### src/rtl/divider_ctrl_pkg.sv
// Shared types and constants for the divider sequencing controller.
// State encoding, zero-divisor quotient pattern and iteration counter width.
package divider_ctrl_pkg;

    localparam int DIV_WIDTH = 8;
    localparam int ITER_W    = $clog2(DIV_WIDTH);

    localparam logic [DIV_WIDTH-1:0] DIV_ZERO_QUOTIENT = '1;

    typedef enum logic [2:0] {
        ST_IDLE    = 3'd0,
        ST_CLEAR   = 3'd1,
        ST_LOAD    = 3'd2,
        ST_SHIFT   = 3'd3,
        ST_ADDSUB  = 3'd4,
        ST_CORRECT = 3'd5,
        ST_FINISH  = 3'd6
    } state_t;

endpackage

### src/rtl/divider_ctrl.sv
// Sequencer for the non-restoring divider datapath: 21 cycles accept-to-out_valid, 1 cycle for a zero divisor.
// Backpressure: ready only in IDLE; start is ignored while busy, operands are held for the whole operation.
module divider_ctrl
    import divider_ctrl_pkg::*;
#(
    parameter int WIDTH = DIV_WIDTH
) (
    input  logic             clk,
    input  logic             reset_n,
    input  logic             start,
    input  logic [WIDTH-1:0] dividend_in,
    input  logic [WIDTH-1:0] divisor_in,
    output logic             ready,
    output logic             busy,
    input  logic             dp_sign,
    output logic             dp_reset,
    output logic             dp_load,
    output logic             dp_shift_en,
    output logic             dp_add_en,
    output logic             dp_sub_en,
    output logic             dp_final_add,
    output logic             dp_count_en,
    output logic [WIDTH-1:0] dp_dividend,
    output logic [WIDTH-1:0] dp_divisor,
    input  logic [WIDTH-1:0] dp_quotient,
    input  logic [WIDTH-1:0] dp_remainder,
    output logic [WIDTH-1:0] quotient_out,
    output logic [WIDTH-1:0] remainder_out,
    output logic             div_zero,
    output logic             out_valid
);

    localparam logic [ITER_W-1:0] ITER_LAST = ITER_W'(WIDTH - 1);

    state_t            state_q;
    logic [ITER_W-1:0] iter_q;
    logic [WIDTH-1:0]  dividend_q;
    logic [WIDTH-1:0]  divisor_q;
    logic [WIDTH-1:0]  quotient_q;
    logic [WIDTH-1:0]  remainder_q;
    logic              div_zero_q;
    logic              out_valid_q;

    always_ff @(posedge clk or negedge reset_n) begin
        if (!reset_n) begin
            state_q     <= ST_IDLE;
            iter_q      <= '0;
            dividend_q  <= '0;
            divisor_q   <= '0;
            quotient_q  <= '0;
            remainder_q <= '0;
            div_zero_q  <= 1'b0;
            out_valid_q <= 1'b0;
        end else begin
            out_valid_q <= 1'b0;
            case (state_q)
                ST_IDLE: begin
                    if (start) begin
                        if (divisor_in != '0) begin
                            dividend_q <= dividend_in;
                            divisor_q  <= divisor_in;
                            iter_q     <= '0;
                            state_q    <= ST_CLEAR;
                        end else begin
                            // Zero divisor never touches the datapath; answer straight from IDLE.
                            quotient_q  <= WIDTH'(DIV_ZERO_QUOTIENT);
                            remainder_q <= dividend_in;
                            div_zero_q  <= 1'b1;
                            out_valid_q <= 1'b1;
                        end
                    end
                end
                ST_CLEAR:   state_q <= ST_LOAD;
                ST_LOAD:    state_q <= ST_SHIFT;
                ST_SHIFT:   state_q <= ST_ADDSUB;
                ST_ADDSUB: begin
                    iter_q  <= iter_q + 1'b1;
                    state_q <= (iter_q == ITER_LAST) ? ST_CORRECT : ST_SHIFT;
                end
                ST_CORRECT: state_q <= ST_FINISH;
                ST_FINISH: begin
                    quotient_q  <= dp_quotient;
                    remainder_q <= dp_remainder;
                    div_zero_q  <= 1'b0;
                    out_valid_q <= 1'b1;
                    state_q     <= ST_IDLE;
                end
                default:    state_q <= ST_IDLE;
            endcase
        end
    end

    assign ready = (state_q == ST_IDLE);
    assign busy  = (state_q != ST_IDLE);

    // dp_reset also follows the controller reset so the datapath clears with it.
    assign dp_reset     = !reset_n || (state_q == ST_CLEAR);
    assign dp_load      = (state_q == ST_LOAD);
    assign dp_shift_en  = (state_q == ST_SHIFT);
    assign dp_count_en  = (state_q == ST_SHIFT);
    assign dp_add_en    = (state_q == ST_ADDSUB) &&  dp_sign;
    assign dp_sub_en    = (state_q == ST_ADDSUB) && !dp_sign;
    assign dp_final_add = (state_q == ST_CORRECT);

    assign dp_dividend   = dividend_q;
    assign dp_divisor    = divisor_q;
    assign quotient_out  = quotient_q;
    assign remainder_out = remainder_q;
    assign div_zero      = div_zero_q;
    assign out_valid     = out_valid_q;

endmodule
### config.mk
export PLATFORM = sky130hd
export DESIGN_NAME = divider_ctrl
export DESIGN_NICKNAME = d
export VERILOG_FILES = /design/src/rtl/divider_ctrl_pkg.sv /design/src/rtl/divider_ctrl.sv
export SDC_FILE = /design/constraint.sdc
export NUM_CORES = 1
export LEC_CHECK = 0
export ABC_AREA = 0
export CAP_MARGIN = 0
export CORE_AREA = 2 2 67 69
export CTS_CLUSTER_SIZE = 25
export DETAILED_ROUTE_END_ITERATION = 16
export DIE_AREA = 0 0 69 71
export DONT_BUFFER_PORTS = 1
export PLACE_DENSITY_LB_ADDON = 0.2
export SETUP_SLACK_MARGIN = 0.2
export SYNTH_ARGS = -nofsm -noshare
export SYNTH_HDL_FRONTEND = slang
export SYNTH_SLANG_ARGS = --single-unit
### constraint.sdc
create_clock -name clk -period 3.35 [get_ports clk]
set_clock_uncertainty 0.1 [all_clocks]
set_input_delay 0.1675 -clock clk [delete_from_list [all_inputs] [get_ports clk]]
set_output_delay 0.1675 -clock clk [all_outputs]
set_load 0.05 [all_outputs]
==> results.md, run 1 <==
* Most frequent cells in the layout: 40 x dfrtp_1, 31 x mux2_2, 26 x dlygate4sd3_1, 22 x nor2_1, 11 x a21oi_1
* Synthesis-to-finish area growth at 23.2%
* Synth area leaders: dfrtp_1 55%, mux2_2 19%, nor2_1 4.6%
* Io pins at 79
* Synthesized area at 1810 um^2
* Placed Instances at 194
* DR WL/cell at 17.2 um
* Clock buffer depth at 2
* Largest net degree at the start of global routing at 41
* Clock tree sinks at 40
* WP buf/inv at 1
* First-pass GRT wire length at 6.37 mm
* # setup viols final at 0
* Syn Area/Cell at 12.2 um^2
* Max FO, Critical Path at 15
* Post-DRT Antenna Nets at 0
* Critical Path Sink Type: register
* Synthesized flop and latch total at 40
* CP Launch Type: register
* Seq/Total Area, Yosys at 55.2%
* Post-Synthesis Cells at 149
* GPL Wtd Cong at 0.767
* Post-DP HPWL at 2.78 mm
* CORE AREA at 4200 um^2
* Crit Path Class: reg2reg
* Clock buffer count from CTS at 5
* TNS Setup at 0 ps
* H-tree levels at 2
* Layout Cells excl Fill at 229
* Nets at 214
* Final wirelength at 3.95 mm
* Cell taking the most area after synthesis: dfrtp_1
* Required time of the critical path at 3430 ps
* Min Tclk post-route at 2400 ps
* Yosys cell types at 27
* I/O Buffers at 0
* Worst-Skew Late Latency at 290 ps
* Mapped Nets at 187
* Initial core utilization at 43.2%
* Fin crit share at 71.6%
* Initial antenna violation count at 0
* GRT overflow at 0
* Status: finished, final reports clean
* CTS tree: done
* Ant diodes at 0
* Area share of the largest cell type after synthesis at 55.2%
* CP arrival at 2480 ps
* Cell Chain, Critical Path: or4b_4 > a21oi_2 > buf_4 > mux2_2
* Slew Viols, Final at 0
* Ratio of cells with drive above 1 in the final layout at 27.1%
* CTS Hold Bufs at 27
* Fin util at 53.2%
* Critical Path Slowest Stage Cell: or4b_4
* Synth Warn # at 0
* Slew @ Worst Pin at 1010 ps
* Clock Pin Slew Worst Setup and Hold Paths at 80 ps
* Commonest non-fill, non-tap cell in the layout: dfrtp_1
* Site Rows at 24
* Slew HR at 32.6%
* Post_cts resized at 0
* 1st-pass router iterations at 4
* Root buf cell: clkbuf_8
* Slowest stage delay, CP at 630 ps
* Top delay family on crit path: simple AND/OR/NAND/NOR gates
* Total Routing Usage GR at 16.5%
* Die Span X at 69 um
* Fill count at 378
* Max-cap viol count at 0
* Max Fclk at 417 MHz
* RSZ-0062 raised after global routing: false
* Iter 0 DRT Violations at 36
* DRC at 0
* Die area at 4900 um^2
* Final count of hold timing violations at 0
* Via density at 5.35
* Min-Delay Path Class: in2reg
* Die Ht at 71 um
* Vias after detailed routing at 1226
* Vias in the first global route at 1326
* Post-CTS Setup Bufs at 0
[worst register-to-register path, stage by stage (launching register included)]
cell	delay, ps
dfrtp_1	540
or4b_4	640
a21oi_2	380
buf_4	270
mux2_2	360
[final timing paths]
check,cells past startpoint,to,start,slack [ps]
worst min-delay path,2,iter_q[0]$_DFFE_PN0P_,start,30
worst max register to register,4,dp_dividend[5]$_DFFE_PN0P_,state_q[2]$_DFFE_PN0P_,950
worst max-delay path,4,dp_dividend[5]$_DFFE_PN0P_,state_q[2]$_DFFE_PN0P_,950
worst min register to register,1,iter_q[1]$_DFFE_PN0P_,iter_q[1]$_DFFE_PN0P_,450
min in group asynchronous,2,quotient_out[6]$_DFFE_PN0P_,reset_n,240
max in group asynchronous,2,dp_divisor[0]$_DFFE_PN0P_,reset_n,2720
[logic make-up (layout without fill, tap and decap cells)]
| kind of cell | after synthesis | in the layout | synth area share (%) |
|---|---|---|---|
| flops | 40 | 40 | 55.2 |
| compound gates | 24 | 24 | 9.45 |
| fa+ha+maj | 2 | 2 | 1.38 |
| simple gates | 38 | 38 | 11.0 |
| mux | 32 | 32 | 19.9 |
| buf+inv | 13 | 41 | 3.17 |
[synthesized netlist by cell type]
cell type  instances
mux2_1             1
a311o_1            1
buf_4              2
mux2_2            31
buf_2              1
or4b_4             1
inv_1              5
nor4_1             2
o21bai_1           1
o31ai_4            1
nand2_1            3
or4_4              2
a21o_1             2
nand3b_1           1
and3_1             2
a22o_1             4
a2bb2oi_1          1
o21ai_0            2
clkbuf_1           5
dfrtp_1           40
and3b_1            1
a21oi_1           11
or3_1              2
nor2_1            22
nor3b_1            2
ha_1               2
a21oi_2            1
[metrics by stage]
| step | instance area, um^2 | hold slack [ps] | setup WS [ps] |
|---|---|---|---|
| floorplan | 1810 | -228 | 1100 |
| global placement | 1860 | -227 | 1030 |
| detailed placement | 1860 | -227 | 952 |
| CTS | 2240 | 10.9 | 945 |
| global route | 2240 | 27.8 | 851 |
| finish | 2240 | 25.6 | 950 |
[state kept, by name, summed over array words and instances (netlist names)]
name           cells
dp_dividend        8
dp_divisor         8
quotient_out       8
remainder_out      8
iter_q             3
state_q            3
div_zero           1
out_valid          1
[final cells by class]
type | instances | area (um^2) | share of cell area (%)
sequential | 40 | 1000 | 44.8
timing repair buffer | 28 | 288 | 12.9
clock buffer | 6 | 82.6 | 3.69
tap | 52 | 65.1 | 2.91
clock inverter | 2 | 15.0 | 0.672
inverter | 5 | 18.8 | 0.839
multi-input combinational | 96 | 766 | 34.2
[per-layer routing]
metal  vias up  track usage [%]  wire (um)
li1        576                -          -
met1       585             19.3       1610
met2        57             26.1       1870
met3         8             7.41        401
met4         0             7.63         57
met5         -                0          0
Power of run 1 is left out: the tool's default activity adds up to more than one toggle a clock period on the data nets, which glitch-free logic cannot reach.
==> run 2, diff against run 1 <==
--- a/config.mk
+++ b/config.mk
@@ -5,7 +5,7 @@
 export SDC_FILE = /design/constraint.sdc
 export NUM_CORES = 1
 export LEC_CHECK = 0
-export ABC_AREA = 0
+export ABC_AREA = 1
 export CAP_MARGIN = 0
 export CORE_AREA = 2 2 67 69
 export CTS_CLUSTER_SIZE = 25
==> constraint.sdc (replaced) <==
create_clock -name clk -period 2.45 [get_ports clk]
set_clock_uncertainty 0.1 [all_clocks]
set_input_delay 0.1225 -clock clk [delete_from_list [all_inputs] [get_ports clk]]
set_output_delay 0.1225 -clock clk [all_outputs]
set_load 0.05 [all_outputs]
==> results.md, run 2 <==
* Vias in the first global route at 1516 (+14%)
* Critical Path Slowest Stage Cell: dfrtp_1
* Die area at 4900 um^2 (unchanged)
* Clock buffer depth at 2 (unchanged)
* Worst-Skew Late Latency at 280 ps (about the same)
* Nets at 290 (+36%)
* DRC at 0 (unchanged)
* Post-DP HPWL at 2.77 mm (-0.24%)
* Final count of hold timing violations at 0 (unchanged)
* Slew @ Worst Pin at 563 ps (-448 ps)
* Initial antenna violation count at 0 (unchanged)
* Power density over the cells at 1500 nW/um^2
* Vias after detailed routing at 1458 (+19%)
* Synthesis-to-finish area growth at 29.1%
* GPL Wtd Cong at 0.751 (-2.1%)
* Most common cell in the netlist: nand2_1
* Iter 0 DRT Violations at 98 (+170%)
* Top cells by count, synth: 55 x nand2_1, 40 x dfrtp_1, 31 x nor2_1
* DR WL/cell at 13.9 um (-19%)
* Pwr Total at 3.50 mW
* CP arrival at 2020 ps (-460 ps)
* Top delay family on crit path: simple AND/OR/NAND/NOR gates
* Post_cts resized at 0 (unchanged)
* Seq/Total Area, Yosys at 55.3% (+0.11 points)
* Ratio of cells with drive above 1 in the final layout at 12.3% (-15 points)
* H-tree levels at 2 (unchanged)
* CTS tree: done
* Clock buffer count from CTS at 5 (unchanged)
* Fin crit share at 80.2% (+8.5 points)
* Synth area leaders: dfrtp_1 55%, nand2_1 11%, nor2_1 6.4%
* Clock tree sinks at 40 (unchanged)
* 1st-pass router iterations at 4 (unchanged)
* Site Rows at 24 (unchanged)
* GRT overflow at 0 (unchanged)
* Fin util at 55.6% (+2.4 points)
* Max FO, Critical Path at 32 (+17)
* P_leak at 1.17 nW
* Min-Delay Path Class: in2reg
* Cell taking the most area after synthesis: dfrtp_1
* Initial core utilization at 43.1% (-0.089 points)
* Crit Path Class: reg2reg
* Commonest non-fill, non-tap cell in the layout: nand2_1
* Yosys cell types at 24 (-11%)
* Mapped Nets at 250 (+34%)
* RSZ-0062 raised after global routing: false
* Maximum vdd drop at 0.635 mV
* Most frequent cells in the layout: 55 x nand2_1, 40 x dfrtp_1, 34 x dlygate4sd3_1, 31 x nor2_1, 21 x inv_1
* Post-synth EDFFs at 0 (unchanged)
* Ys async rst share at 100% (unchanged)
* Final WS setup at 486 ps (-464 ps)
* Largest net degree at the start of global routing at 41 (unchanged)
* TNS Setup at 0 ps (unchanged)
* Synthesized area at 1810 um^2 (-0.21%)
* CP Launch Type: register
* CTS Hold Bufs at 35 (+30%)
* Clock Pin Slew Worst Setup and Hold Paths at 70 ps (about the same)
* Post-Synthesis Cells at 212 (+42%)
* Post-DRT Antenna Nets at 0 (unchanged)
* Die Ht at 71 um (unchanged)
* Setup WS pre-CTS at 463 ps (-489 ps)
* Synthesized flop and latch total at 40 (unchanged)
* Max Fclk at 509 MHz (+22%)
* Cell Chain, Critical Path: inv_2 > nand2_4 > inv_4 > nand3_2 > nand2_1 > o21ai_1
* Required time of the critical path at 2510 ps (-920 ps)
* CORE AREA at 4200 um^2 (unchanged)
* I/O Buffers at 0 (unchanged)
* Post-CTS Setup Bufs at 0 (unchanged)
* Syn Area/Cell at 8.54 um^2 (-30%)
* Slew HR at 62.5% (+30 points)
* Final wirelength at 4.25 mm (+7.7%)
* Io pins at 79 (unchanged)
* Min Tclk post-route at 1960 ps (-436 ps)
* Root buf cell: clkbuf_8
* Slew Viols, Final at 0 (unchanged)
* # setup viols final at 0 (unchanged)
* Critical Path Sink Type: register
* WP buf/inv at 2 (+1)
* First-pass GRT wire length at 6.94 mm (+9.0%)
* Area share of the largest cell type after synthesis at 55.3% (+0.11 points)
* Synth Warn # at 0 (unchanged)
* Total Routing Usage GR at 17.9% (+1.4 points)
* Via density at 4.78 (-11%)
* Die Span X at 69 um (unchanged)
* Main flop type after synthesis: dfrtp_1
* Ant diodes at 0 (unchanged)
* Max-cap viol count at 0 (unchanged)
* Slowest stage delay, CP at 490 ps (-140 ps)
* Status: finished, final reports clean
run 2: cells by family after synthesis:
family                     count (synthesis)  share of synthesized area [%]
adders and majority gates                  2                           1.38
DFF                                       40                           55.3
AOI/OAI and AO/OA                         31                           8.98
and+or+nand+nor                          106                           26.4
buffers and inverters                     33                           7.95
run 2: power by group:
part	total, mW	internal [mW]	switching (mW)
logic	0.915	0.311	0.604
clock network	0.447	0.225	0.222
registers	2.13	0.946	1.19
run 2: worst paths after layout:
kind / start / endpoint / slack [ps] / cells past startpoint
hold reg to reg: iter_q[1]$_DFFE_PN0P_ / iter_q[1]$_DFFE_PN0P_ / 380 / 2
setup / recovery: state_q[2]$_DFFE_PN0P_ / dp_divisor[2]$_DFFE_PN0P_ / 490 / 6
min in group asynchronous: reset_n / dp_divisor[7]$_DFFE_PN0P_ / 220 / 2
setup reg to reg: state_q[2]$_DFFE_PN0P_ / dp_divisor[2]$_DFFE_PN0P_ / 490 / 6
hold / removal: start / state_q[0]$_DFFE_PN0P_ / 20 / 3
max in group asynchronous: reset_n / quotient_out[3]$_DFFE_PN0P_ / 1830 / 2
run 2: metrics by stage:
| stage | hold WS (ps) | cells | instance area, um^2 |
|---|---|---|---|
| after floorplan | -273 | 212 | 1820 |
| after global placement | -272 | 262 | 1880 |
| after detailed placement | -272 | 262 | 1880 |
| after CTS | 14.4 | 305 | 2340 |
| after global routing | 14.4 | 305 | 2340 |
| final | 21.5 | 305 | 2340 |
run 2: layer usage:
| metal | up-vias | track usage (%) | wire length, um |
|---|---|---|---|
| li1 | 738 | - | - |
| met1 | 654 | 21.1 | 1720 |
| met2 | 55 | 28.5 | 2050 |
| met3 | 11 | 7.83 | 370 |
| met4 | 0 | 7.84 | 102 |
| met5 | - | 0 | 0 |
run 2: layout make-up:
cell class	instances	area, um^2
fill	388	1870
sequential	40	1000
multi-input combinational	139	677
timing repair buffer	41	405
inverter	25	96.3
clock buffer	6	82.6
tap	52	65.1
clock inverter	2	10.0
run 2: worst reg2reg max path, delay by kind of cell, from the launching register on:
kind | cells | cell delay, ps
AOI/OAI and AO/OA | 1 | 80
and+or+nand+nor | 3 | 820
buffers and inverters | 2 | 340
DFF | 1 | 490
Power figures use the tool's default switching activity.
==> run 3, diff against run 2 <==
==> constraint.sdc (replaced) <==
create_clock -name clk -period 1.9 [get_ports clk]
set_clock_uncertainty 0.1 [all_clocks]
set_input_delay 0.095 -clock clk [delete_from_list [all_inputs] [get_ports clk]]
set_output_delay 0.095 -clock clk [all_outputs]
set_load 0.05 [all_outputs]
==> results.md, run 3 (synthesis results as in run 2) <==
* Slew @ Worst Pin at 509 ps (-53.4 ps)
* CTS tree: done
* CP Depth at 3 (-3)
* Fin crit share at 84.6%
* Maximum vdd drop at 0.915 mV (+44%)
* Clock buffer depth at 2 (unchanged)
* R2R depth at 7 (+1)
* Vias after detailed routing at 1490 (+2.2%)
* Critical Path Slowest Stage Cell: dfrtp_1
* Via density at 4.78 (about the same)
* Nets at 297 (+2.4%)
* 1st-pass router iterations at 4 (unchanged)
* Placed Instances at 265 (+1.1%)
* RSZ-0062 raised after global routing: true
* Most frequent cells in the layout: 55 x nand2_1, 40 x dfrtp_1, 34 x dlygate4sd3_1, 31 x nor2_1, 21 x inv_1
* CORE AREA at 4200 um^2 (unchanged)
* Max-cap viol count at 0 (unchanged)
* Critical Path Start: state_q[1]$_DFFE_PN0P_
* R2r endpoint: remainder_out[2]$_DFFE_PN0P_
* WHS at 63.6 ps (+42.1 ps)
* Slew HR at 66.1% (+3.6 points)
* Required time of the critical path at 1700 ps (-810 ps)
* DRC at 0 (unchanged)
* Ratio of cells with drive above 1 in the final layout at 14.6% (+2.4 points)
* GPL Wtd Cong at 0.788 (+4.9%)
* Layout Cells excl Fill at 312 (+2.3%)
* Initial core utilization at 43.1% (unchanged)
* P_leak at 1.20 nW (+2.8%)
* Commonest non-fill, non-tap cell in the layout: nand2_1
* Largest net degree at the start of global routing at 41 (unchanged)
* Final count of hold timing violations at 0 (unchanged)
* Clock buffer count from CTS at 5 (unchanged)
* Slowest stage delay, CP at 470 ps (-20 ps)
* Clock tree sinks at 40 (unchanged)
* CP arrival at 1410 ps (-610 ps)
* Io pins at 79 (unchanged)
* Clock Pin Slew Worst Setup and Hold Paths at 80 ps (about the same)
* Final wirelength at 4.32 mm (+1.7%)
* R2R setup slack at 290 ps (-190 ps)
* DR WL/cell at 13.8 um (-0.61%)
* Critical Path Sink Type: output pin
* Max Fclk at 622 MHz
* Top delay family on crit path: flip-flops
* Min Tclk post-route at 1610 ps
* GRT overflow at 0 (unchanged)
* Die Ht at 71 um (unchanged)
* CP Launch Type: register
* TNS Setup at 0 ps (unchanged)
* Min-Delay Path Class: in2reg
* H-tree levels at 2 (unchanged)
* First-pass GRT wire length at 7.06 mm (+1.7%)
* Synthesis-to-finish area growth at 33.7%
* Vias in the first global route at 1529 (+0.86%)
* Max FO, Critical Path at 4 (-88%)
* Site Rows at 24 (unchanged)
* Worst-Skew Late Latency at 290 ps (about the same)
* RR Startpoint: state_q[1]$_DFFE_PN0P_
* Die Span X at 69 um (unchanged)
* Initial antenna violation count at 0 (unchanged)
* Power density over the cells at 1890 nW/um^2 (+27%)
* Crit Path Class: reg2out
* Cell Chain, Critical Path: inv_1 > nor3_4 > buf_4
* Slew Viols, Final at 0 (unchanged)
* Total Routing Usage GR at 18.3% (+0.45 points)
* Root buf cell: clkbuf_8
* Die area at 4900 um^2 (unchanged)
* Iter 0 DRT Violations at 88 (-10%)
* Ant diodes at 0 (unchanged)
* I/O Buffers at 0 (unchanged)
* Fin util at 57.6% (+2.0 points)
* # setup viols final at 0 (unchanged)
* Post-DP HPWL at 2.78 mm (+0.35%)
* Critical Path Sink: dp_count_en
* Status: finished, final reports clean
* WP buf/inv at 2 (unchanged)
* Post-DRT Antenna Nets at 0 (unchanged)
[run 3: stage by stage]
stage	worst slack, ps	power [mW]	cell area, um^2
final	293	4.58	2420
after global routing	193	4.86	2420
after CTS	200	4.59	2360
after detailed placement	188	3.91	1910
after global placement	244	3.89	1910
after floorplan	118	3.64	1820
[run 3: repair_timing]
item	in CTS	in global routing
hold endpoints to repair	74	0
hold buffers	35	0
cloned	0	2
pin swaps	0	2
buffers inserted	0	2
resized for setup	1	6
setup endpoints to repair	7	21
[run 3: final cells by class]
cell class,instances,area [um^2]
Tap cell,52,65.1
Multi-Input combinational cell,141,707
Clock inverter,2,10.0
Timing Repair Buffer,46,443
Clock buffer,6,82.6
Sequential cell,40,1000
Fill cell,380,1780
Inverter,25,111
[run 3: power by group]
part           internal, mW  total (mW)  switching (mW)
registers              1.22        2.73            1.51
clock network         0.290       0.583           0.293
logic                 0.434        1.27           0.834
total                  1.94        4.58            2.64
[run 3: how the worst min path moves through the flow]
stage	startpoint	end	slack (ps)	cells after the start
floorplan	reset_n	div_zero$_DFFE_PN0P_	-300	0
global placement	reset_n	iter_q[2]$_DFFE_PN0P_	-300	0
detailed placement	reset_n	iter_q[2]$_DFFE_PN0P_	-300	0
CTS	start	dp_dividend[3]$_DFFE_PN0P_	50	3
global route	start	dp_dividend[0]$_DFFE_PN0P_	80	3
finish	start	dp_dividend[5]$_DFFE_PN0P_	60	3
[run 3: worst reg2reg max path: cells and delay by family, from the launching register on]
family	cells	cell delay, ps
buffers and inverters	2	340
and+or+nand+nor	5	610
DFF	1	460
[run 3: layer usage]
metal | vias to the layer above | global-route usage [%] | share of wire, %
li1 | 757 | - | -
met1 | 679 | 21.2 | 42
met2 | 46 | 30.9 | 50
met3 | 8 | 6.70 | 6.2
met4 | 0 | 7.63 | 1.9
met5 | - | 0 | 0
